## src/rtl/bram_rd_pkg.sv

```systemverilog
// Shared constants and FSM encoding for the block RAM stream reader.
// RAM geometry is fixed here so every file agrees on address and word widths.
package bram_rd_pkg;

   localparam int ADDR_W = 11;
   localparam int DATA_W = 16;
   localparam int LEN_W  = 12;

   typedef enum logic [1:0] {
      IDLE,
      ISSUE,
      DRAIN
   } rd_state_t;

endpackage

```

## src/rtl/bram_stream_reader_if.sv

```systemverilog
// Valid/ready output stream carrying RAM words plus an end-of-command marker.
interface bram_stream_reader_if;
   import bram_rd_pkg::*;

   logic              m_valid;
   logic              m_ready;
   logic [DATA_W-1:0] m_data;
   logic              m_last;

   modport master (
      output m_valid,
      output m_data,
      output m_last,
      input  m_ready
   );

   modport slave (
      input  m_valid,
      input  m_data,
      input  m_last,
      output m_ready
   );

endinterface

```

## src/rtl/bram_rd_fifo.sv

```systemverilog
// Shift-register FIFO whose head entry is a register, so a word pushed at one
// edge is presented on the output right after that edge.
module bram_rd_fifo #(
   parameter int WIDTH = 17,
   parameter int DEPTH = 4,
   parameter int CNT_W = $clog2(DEPTH) + 1
) (
   input  logic             clk,
   input  logic             rst_n,
   input  logic             push,
   input  logic [WIDTH-1:0] din,
   input  logic             pop,
   output logic             valid,
   output logic [WIDTH-1:0] dout,
   output logic [CNT_W-1:0] count
);

   localparam int IDX_W = $clog2(DEPTH);

   logic [WIDTH-1:0] entry_q [DEPTH];
   logic [CNT_W-1:0] count_q;
   logic [IDX_W-1:0] wr_idx;
   logic             do_pop;

   assign do_pop = pop & valid;
   assign valid  = (count_q != '0);
   assign dout   = entry_q[0];
   assign count  = count_q;
   assign wr_idx = IDX_W'(count_q - CNT_W'(do_pop));

   // A pop shifts everything toward the head; a simultaneous push lands in
   // the first free slot after that shift, so it overrides the shifted value.
   always_ff @(posedge clk or negedge rst_n) begin
      if (!rst_n) begin
         for (int i = 0; i < DEPTH; i++) begin
            entry_q[i] <= '0;
         end
         count_q <= '0;
      end else begin
         if (do_pop) begin
            for (int i = 0; i < DEPTH - 1; i++) begin
               entry_q[i] <= entry_q[i+1];
            end
         end
         if (push) begin
            entry_q[wr_idx] <= din;
         end
         count_q <= count_q + CNT_W'(push) - CNT_W'(do_pop);
      end
   end

endmodule

```

## src/rtl/bram_stream_reader.sv

```systemverilog
// Walks an address window of the block RAM and streams the returned words out
// through a small FIFO, issuing reads only when buffer space is guaranteed.
module bram_stream_reader
   import bram_rd_pkg::*;
#(
   parameter int FIFO_DEPTH = 4
) (
   input  logic                 clk,
   input  logic                 rst_n,
   input  logic                 start,
   input  logic [ADDR_W-1:0]    base_addr,
   input  logic [LEN_W-1:0]     length,
   output logic                 busy,
   output logic                 done,
   output logic                 mem_we,
   output logic [ADDR_W-1:0]    mem_addr,
   input  logic [DATA_W-1:0]    mem_dout,
   bram_stream_reader_if.master strm
);

   localparam int CNT_W  = $clog2(FIFO_DEPTH) + 1;
   localparam int CRED_W = CNT_W + 1;

   rd_state_t         state, next_state;
   logic [ADDR_W-1:0] addr_q, issue_addr;
   logic [LEN_W-1:0]  remaining_q, len_q, beat_cnt;
   logic [1:0]        tag_q;
   logic [CNT_W-1:0]  fifo_count;
   logic [CRED_W-1:0] committed;
   logic [DATA_W:0]   fifo_dout;
   logic              issue, zero_cmd, pop, push, push_last, credit_ok, last_pop;

   assign pop        = strm.m_valid & strm.m_ready;
   assign last_pop   = pop & strm.m_last;
   assign push       = tag_q[1];
   assign push_last  = (beat_cnt == len_q - LEN_W'(1));
   assign issue_addr = (state == IDLE) ? base_addr : addr_q;
   assign busy       = (state != IDLE);
   assign mem_we     = 1'b0;

   // Words already buffered plus reads still in the RAM pipe; a freeing pop
   // this cycle buys one extra slot so issue never outruns the FIFO.
   assign committed = CRED_W'(fifo_count) + CRED_W'(tag_q[0]) + CRED_W'(tag_q[1]);
   assign credit_ok = committed < (CRED_W'(FIFO_DEPTH) + CRED_W'(pop));

   // The first read goes out on the accepting edge itself, which is what makes
   // the first beat appear three cycles after the start strobe.
   always_comb begin
      next_state = state;
      issue      = 1'b0;
      zero_cmd   = 1'b0;
      case (state)
         IDLE: begin
            if (start) begin
               if (length == '0) begin
                  zero_cmd = 1'b1;
               end else begin
                  issue      = 1'b1;
                  next_state = ISSUE;
               end
            end
         end
         ISSUE: begin
            if (remaining_q == '0) begin
               next_state = DRAIN;
            end else if (credit_ok) begin
               issue = 1'b1;
               if (remaining_q == LEN_W'(1)) begin
                  next_state = DRAIN;
               end
            end
         end
         DRAIN: begin
            if (last_pop) begin
               next_state = IDLE;
            end
         end
         default: next_state = IDLE;
      endcase
   end

   always_ff @(posedge clk or negedge rst_n) begin
      if (!rst_n) begin
         state       <= IDLE;
         addr_q      <= '0;
         mem_addr    <= '0;
         remaining_q <= '0;
         len_q       <= '0;
         beat_cnt    <= '0;
         tag_q       <= '0;
         done        <= 1'b0;
      end else begin
         state <= next_state;
         tag_q <= {tag_q[0], issue};
         done  <= zero_cmd | ((state == DRAIN) & last_pop);
         if (issue) begin
            mem_addr <= issue_addr;
            addr_q   <= issue_addr + ADDR_W'(1);
         end
         if ((state == IDLE) && issue) begin
            len_q       <= length;
            remaining_q <= length - LEN_W'(1);
            beat_cnt    <= '0;
         end else begin
            if (issue) begin
               remaining_q <= remaining_q - LEN_W'(1);
            end
            if (push) begin
               beat_cnt <= beat_cnt + LEN_W'(1);
            end
         end
      end
   end

   bram_rd_fifo #(
      .WIDTH (DATA_W + 1),
      .DEPTH (FIFO_DEPTH)
   ) u_fifo (
      .clk   (clk),
      .rst_n (rst_n),
      .push  (push),
      .din   ({push_last, mem_dout}),
      .pop   (pop),
      .valid (strm.m_valid),
      .dout  (fifo_dout),
      .count (fifo_count)
   );

   assign strm.m_data = fifo_dout[DATA_W-1:0];
   assign strm.m_last = fifo_dout[DATA_W];

endmodule
```

## src/flat_wrapper.sv

```systemverilog
// flat-port wrapper written by rule: the top's interface ports become plain ports
module bram_stream_reader_flat import bram_rd_pkg::*;
#(
   parameter int FIFO_DEPTH = 4
)
  (clk, rst_n, start, base_addr, length, busy, done, mem_we, mem_addr, mem_dout, strm_m_valid, strm_m_data, strm_m_last, strm_m_ready);
  bram_stream_reader_if strm_i ();
  input  logic clk;
  input  logic rst_n;
  input  logic start;
  input  logic [ADDR_W-1:0] base_addr;
  input  logic [LEN_W-1:0] length;
  output logic busy;
  output logic done;
  output logic mem_we;
  output logic [ADDR_W-1:0] mem_addr;
  input  logic [DATA_W-1:0] mem_dout;
  output wire logic [$bits(strm_i.m_valid)-1:0] strm_m_valid;
  output wire logic [$bits(strm_i.m_data)-1:0] strm_m_data;
  output wire logic [$bits(strm_i.m_last)-1:0] strm_m_last;
  input wire logic [$bits(strm_i.m_ready)-1:0] strm_m_ready;
  assign strm_m_valid = strm_i.m_valid;
  assign strm_m_data = strm_i.m_data;
  assign strm_m_last = strm_i.m_last;
  assign strm_i.m_ready = strm_m_ready;
  bram_stream_reader #(.FIFO_DEPTH(FIFO_DEPTH)) u_core (.clk(clk), .rst_n(rst_n), .start(start), .base_addr(base_addr), .length(length), .busy(busy), .done(done), .mem_we(mem_we), .mem_addr(mem_addr), .mem_dout(mem_dout), .strm(strm_i));
endmodule
```

## config.mk

```make
export PLATFORM = sky130hd
export DESIGN_NAME = bram_stream_reader_flat
export DESIGN_NICKNAME = d
export VERILOG_FILES = /design/src/rtl/bram_rd_pkg.sv /design/src/rtl/bram_stream_reader_if.sv /design/src/rtl/bram_rd_fifo.sv /design/src/rtl/bram_stream_reader.sv /design/src/flat_wrapper.sv
export SDC_FILE = /design/constraint.sdc
export NUM_CORES = 1
export LEC_CHECK = 0
export CORE_MARGIN = 2
export CORE_UTILIZATION = 57
export CTS_CLUSTER_SIZE = 14
export DETAILED_ROUTE_END_ITERATION = 8
export PLACE_DENSITY = 0.82
export SYNTH_ARGS = -nofsm -noshare
export SYNTH_HDL_FRONTEND = slang
export SYNTH_SLANG_ARGS = --single-unit
```

## constraint.sdc

```tcl
create_clock -name clk -period 3.6 [get_ports clk]
set_clock_uncertainty 0.05 [all_clocks]
set_input_delay 0.72 -clock clk [delete_from_list [all_inputs] [get_ports clk]]
set_output_delay 0.72 -clock clk [all_outputs]
set_load 0.005 [all_outputs]
```

Word-level counts from Yosys, hierarchy flattened
Index checks and enable logic that the tools add are counted.
{"block": "classes", "add_sub_neg": 11, "n_lt_le_gt_ge": 3, "eq_ne": 9, "muxes": 25, "bitwise": 6, "reduce_logical": 10}
{"op": "$bwmux W68", "count": 1}
{"op": "$mux W68", "count": 1}
{"op": "$mux W51", "count": 1}
{"op": "$mux W12", "count": 4}
{"op": "$sub A12 B1 Y12 const B", "count": 3}
{"op": "$demux W17 S2", "count": 1}
{"op": "$logic_not A12 Y1", "count": 2}
{"op": "$mux W17", "count": 1}
{"op": "$add A12 B1 Y12 const B", "count": 1}
{"op": "$eq A12 B1 Y1 const B", "count": 1}
{"op": "$eq A12 B12 Y1", "count": 1}
{"op": "$mux W2", "count": 6}
{"op": "$add A11 B1 Y11 const B", "count": 1}
{"op": "$mux W11", "count": 1}
{"op": "$mux W1", "count": 7}
{"op": "$ne A3 B1 Y1 const B", "count": 2}
{"op": "$pmux W2 S3", "count": 1}
{"op": "$reduce_bool A2 Y1", "count": 3}
{"op": "$reduce_and A5 Y1", "count": 1}
{"op": "$add A3 B1 Y4", "count": 1}
{"op": "$add A3 B1 Y4 const A", "count": 1}
{"op": "$add A4 B1 Y4", "count": 1}
{"op": "$and A1 B1 Y1", "count": 4}
{"op": "$lt A4 B4 Y1", "count": 1}
{"op": "15 further kinds", "count": 17}
{"block": "totals", "ff_bits": 134, "inputBits": 43, "output_inout_bits": 32, "word_cells": 77}

Longest topological paths before layout
{"block": "logic_depth", "word_depth": 11, "mapped_depth": 13, "mapped_depth_nobuf": 11}

Hierarchy
From an unflattened synthesis, not the netlist that was laid out.
{"block": "unflattened", "cells_unflattened": 838, "hier_area_um2": 7445.9}
{"mod": "bram_stream_reader", "instances": 1, "cells_each": 487, "area_each_um2": 4116.4, "seq_area_each_um2": 1576.5}
{"mod": "bram_rd_fifo", "instances": 1, "cells_each": 351, "area_each_um2": 3329.4, "seq_area_each_um2": 1776.7}

Least setup slack after synthesis
Ideal clock, no wire load.
{"block": "synth_path", "path_type": "register -> register", "startpoint": "reg u_core.tag_q[1]", "endpoint": "reg u_core.remaining_q[10]", "setup_ps": 134, "arrival_time_ps": 2743, "required_time_ps": 3416, "path_slack_ps": 673, "stages_incl_launch_ff": 12, "path_cell_list": "dfrtp_1 > clkbuf_1 > inv_1 > fa_1 > inv_1 > ha_1 > nand2b_1 > o21ai_0 > nand3_1 > nor4_1 > xnor2_1 > o21ai_0"}
{"block": "synth_between", "elab_chain_len": 7, "elab_cells_between_ends": 8, "cone_classes": "add/sub: 1; order compare: 1; mux: 4; reduce/logical: 2"}
{"item": "start, declared", "line": "bram_stream_reader.sv:27", "source": "logic [1:0] tag_q;"}
{"item": "start signal, assigned", "line": "bram_stream_reader.sv:94", "source": "tag_q <= {tag_q[0], issue};"}
{"item": "$add A4 B1 Y4 *", "line": "bram_stream_reader.sv:43", "source": "assign committed = CRED_W'(fifo_count) + CRED_W'(tag_q[0]) + CRED_W'(tag_q[1]);"}
{"item": "$lt A4 B4 Y1 *", "line": "bram_stream_reader.sv:44", "source": "assign credit_ok = committed < (CRED_W'(FIFO_DEPTH) + CRED_W'(pop));"}
{"item": "$mux W1 *", "line": "bram_stream_reader.sv:66", "source": "end else if (credit_ok) begin"}
{"item": "$mux W1 *", "line": "bram_stream_reader.sv:64", "source": "if (remaining_q == '0) begin"}
{"item": "$pmux W1 S2 *", "line": "bram_stream_reader.sv:52", "source": "case (state)"}
{"item": "$logic_and A1 B1 Y1", "line": "bram_stream_reader.sv:100", "source": "if ((state == IDLE) && issue) begin"}
{"item": "$mux W12 or $reduce_bool A2 Y1 (tied branches)"}
{"item": "end signal, assigned", "line": "bram_stream_reader.sv:102", "source": "remaining_q <= length - LEN_W'(1);"}
{"item": "end signal, assigned", "line": "bram_stream_reader.sv:106", "source": "remaining_q <= remaining_q - LEN_W'(1);"}
{"item": "end, declared", "line": "bram_stream_reader.sv:26", "source": "logic [LEN_W-1:0] remaining_q, len_q, beat_cnt;"}
Mark *: on every way between the ends. The rest lies on a longest branch, timed or not.
A chain may end at the register's enable or synchronous reset.

Worst setup path in the final report
{"block": "layout_path", "startpoint": "in length[7]", "endpoint": "reg u_core.addr_q[2]"}
{"block": "layout_between", "elab_chain_len": 4}
{"item": "start, declared", "line": "flat_wrapper.sv:12", "source": "input logic [LEN_W-1:0] length;"}
{"item": "$logic_not A12 Y1", "line": "bram_stream_reader.sv:55", "source": "if (length == '0) begin"}
{"item": "$mux W1", "line": "bram_stream_reader.sv:55"}
{"item": "$mux W1", "line": "bram_stream_reader.sv:54", "source": "if (start) begin"}
{"item": "$pmux W1 S2", "line": "bram_stream_reader.sv:52"}
{"item": "end signal, assigned", "line": "bram_stream_reader.sv:98", "source": "addr_q <= issue_addr + ADDR_W'(1);"}
{"item": "end, declared", "line": "bram_stream_reader.sv:25", "source": "logic [ADDR_W-1:0] addr_q, issue_addr;"}
No other way between the ends.

==> results_dict.tcl <==
set metrics [dict create \
    status "complete, no violations" \
    crit_chain "clkdlybuf4s50_1 -> or4_4 -> or3_4 -> o31a_1 -> a31oi_4 -> inv_2 -> a21oi_1 -> a211oi_1" \
    fin_crit_sh_pct 85.30 \
    p_clk_share_pct 23.1 \
    antenna_found_initial 0 \
    vias 5858 \
    synth-edff-count 0 \
    synth_area_leaders "dfrtp_1, mux2i_1, nand2_1" \
    initial_core_util_pct 57.65 \
    swShare_pct 37.53 \
    layout-area-overhead-vs-synth_pct 19.92 \
    gr-total-overflow 0 \
    cts_hold_buf 0 \
    core_mm2 0.01247 \
    synth-simple-area-share_pct 16.66 \
    hold_class "input pin to asynchronous set/reset pin" \
    finalHoldViolCount 0 \
    maxCapViolations 0 \
    cts_buffer_depth 2 \
    die_x_um 116.3 \
    synth_xor_area_share_pct 4.997 \
    netlist_instances 762 \
    io_buffers 73 \
    async_flop_share_pct 100.0 \
    cp_data_required_time_ps 3840 \
    max_freq_ghz 0.3257 \
    clk_pin_slew_worst_paths_ps 60 \
    p_leak_nw 3.737 \
    cp_slowest_cell "or4_4" \
    rsz0062_at_grt "no" \
    root_buffer "clkbuf_16" \
    seqPwrFrac_pct 36.1 \
    use_met1_pct 33.10 \
    grt_pass1_vias 5879 \
    drive_gt1_share_pct 10.01 \
    final_nets 873 \
    crit_arrival_ps 3310 \
    cp_max_fo 23 \
    setup_viol 0 \
    top_usage_layer "met2" \
    final.min_clock_period_ps 3071 \
    p_int_mw 4.778 \
    grtUsageTotal_pct 25.73 \
    finalPower_mw 7.649 \
    synth_top_area_cell "dfrtp_1" \
    power_density_mw_per_mm2 887.5 \
    met3_usage_pct 4.930 \
    postCtsSetupRepairBufs 0 \
    worst-path-buf-inv 2 \
    power_switching_mw 2.870 \
    grt_max_degree 81 \
    drt-initial-drc-count 501 \
    ant_nets 0 \
    grt_pass1_wl_um 27260 \
    tightestPinTransition_ps 817.1 \
    final_max_slew_viol_count 0 \
    cts-resized-gates 0 \
    dieArea_mm2 0.01352 \
    wl_um 16330 \
    ir_drop_uv 636.7 \
    finalSetupTns_ps 0 \
    clkLatencyLatePin_ps 420 \
    synth_top_family_by_area "simple AND/OR/NAND/NOR gates" \
    drc 0 \
    numCtsBuffers 17 \
    syn_nets 818 \
    die-height_um 116.3 \
    gp_congestion 0.9148 \
    endpoint_kind "flop" \
    synth_warnings 0 \
    cts_tree "yes" \
    wl_per_cell_um 16.31 \
    relSlewSlack_pct 45.53 \
    post-dp-hpwl_um 10880 \
    vias_per_cell 5.852 \
    synth-compound-area-share_pct 12.50 \
    fillers 925 \
    critical_path_class "input pin to flop" \
    ys.flop_type "dfrtp_1" \
    synth_fa_ha_area_share_pct 2.472 \
    yosysSeqAreaShare_pct 46.66 \
    diodes 0 \
    synth-seq-cells 134 \
    yosysUniqueCellTypes 52 \
    syn_area_per_cell_um2 9.432 \
    synthMuxAreaShare_pct 11.56 \
    synth.cell_area_mm2 0.007187 \
    ctsHtreeMaxLevel 4 \
    slowest_delay_ps 520 \
    start_kind "input pin" \
    ios 75 \
    pwr-share-comb_pct 40.9 \
    cpLargestDelayFamily "compound AO/OA/AOI/OAI gates" \
    row_count 41 \
    cts_sinks 134 \
    use_met2_pct 42.36 \
    dr.pass1.iters 5 \
    yosysTopAreaCellShare_pct 46.66 \
]
worst paths after layout:
check | end | cells after the start | slack, ps | startpoint
setup / recovery | u_core.addr_q[2] | 8 | 530 | length[7]
max in group asynchronous | u_core.addr_q[3] | 2 | 2350 | rst_n
setup reg to reg | u_core.addr_q[10] | 8 | 610 | u_core.state[1]
min in group clk | u_core.tag_q[1] | 0 | 330 | u_core.tag_q[0]
hold reg to reg | u_core.tag_q[1] | 0 | 330 | u_core.tag_q[0]
hold / removal | u_core.u_fifo.dout[4] | 1 | 290 | rst_n
cells in the mapped netlist (3+ instances only):
cell and n:
nor4_1 7, a21oi_1 35, nand2_1 127, o31ai_1 4
nand3_1 10, buf_1 5, nor2_1 40, xnor2_1 18
nand4_1 10, nor3_1 16, o211ai_1 9, nor2b_1 3
and2_1 8, mux2i_1 56, a211oi_1 5, nand3b_1 5
and3_1 4, dfrtp_1 134, nor3b_1 4, a31oi_1 7
xor2_1 23, ha_1 11, o21ai_1 4, mux2_2 24
or3_1 10, inv_1 18, nor4b_1 3, buf_4 18
o21ai_0 88, clkbuf_1 28
layout by cell type (no fill, tap or decap), types with 5 or more instances in the layout:
cell type,Yosys,final
dfrtp_1,134,134
nand2_1,127,127
o21ai_0,88,88
clkdlybuf4s50_1,0,72
mux2i_1,56,56
nor2_1,40,39
a21oi_1,35,35
mux2_2,24,24
xor2_1,23,23
inv_1,18,18
xnor2_1,18,18
buf_4,18,18
clkbuf_16,0,17
nor3_1,16,15
ha_1,11,11
nand3_1,10,10
nand4_1,10,10
or3_1,10,10
o211ai_1,9,9
and2_1,8,8
nor4_1,7,7
a31oi_1,7,7
nand3b_1,5,5
a211oi_1,5,5
clkinv_4,0,5
metrics by stage:
stage          std cells  instance area [µm²]  util (%)  setup WS, ps  hold WS [ps]
4_1_cts             1001                 8618     69.14         550.3         310.6
3_5_place_dp         970                 8010     64.26         139.2         325.8
6_report            1001                 8618     69.14         529.2         291.8
3_3_place_gp         970                 8010     64.26         237.6         317.4
5_1_grt             1001                 8618     69.14         368.6         341.5
2_1_floorplan        762                 7187         -         673.0         303.7
power by group through the flow:
stage	logic, mW	clock network [mW]	registers, mW
after floorplan	2.27	0	2.59
after global placement	2.89	0	2.71
after detailed placement	3.07	0	2.76
after CTS	3.14	1.79	2.75
after global routing	3.50	1.86	2.84
final	3.13	1.77	2.76
metal layers:
metal  vias up  part of all wire (%)
li1       2750                     -
met1      2876                    42
met2       195                    51
met3        37                   4.6
met4         0                   2.6
met5         -                     0
cell families (layout without fill, tap and decap cells):
| group | after synthesis | after routing |
|---|---|---|
| flip-flops | 134 | 134 |
| AO/OA/AOI/OAI | 161 | 161 |
| adder cells (fa/ha/maj) | 13 | 13 |
| multiplexers | 80 | 80 |
| other | 1 | 1 |
| buffers and inverters | 75 | 142 |
| AND/OR/NAND/NOR | 257 | 257 |
| XOR/XNOR | 41 | 41 |
layout make-up:
class	instances	area, µm²	share of cell area [%]
Sequential cell	134	3353	38.91
Inverter	20	75.07	0.8711
Multi-Input combinational cell	553	3491	40.51
Timing Repair Buffer	91	875.8	10.16
Tap cell	172	215.2	2.497
Clock inverter	11	151.4	1.757
Clock buffer	20	456.7	5.299
Note: power is estimated with default switching activity, not from simulation.
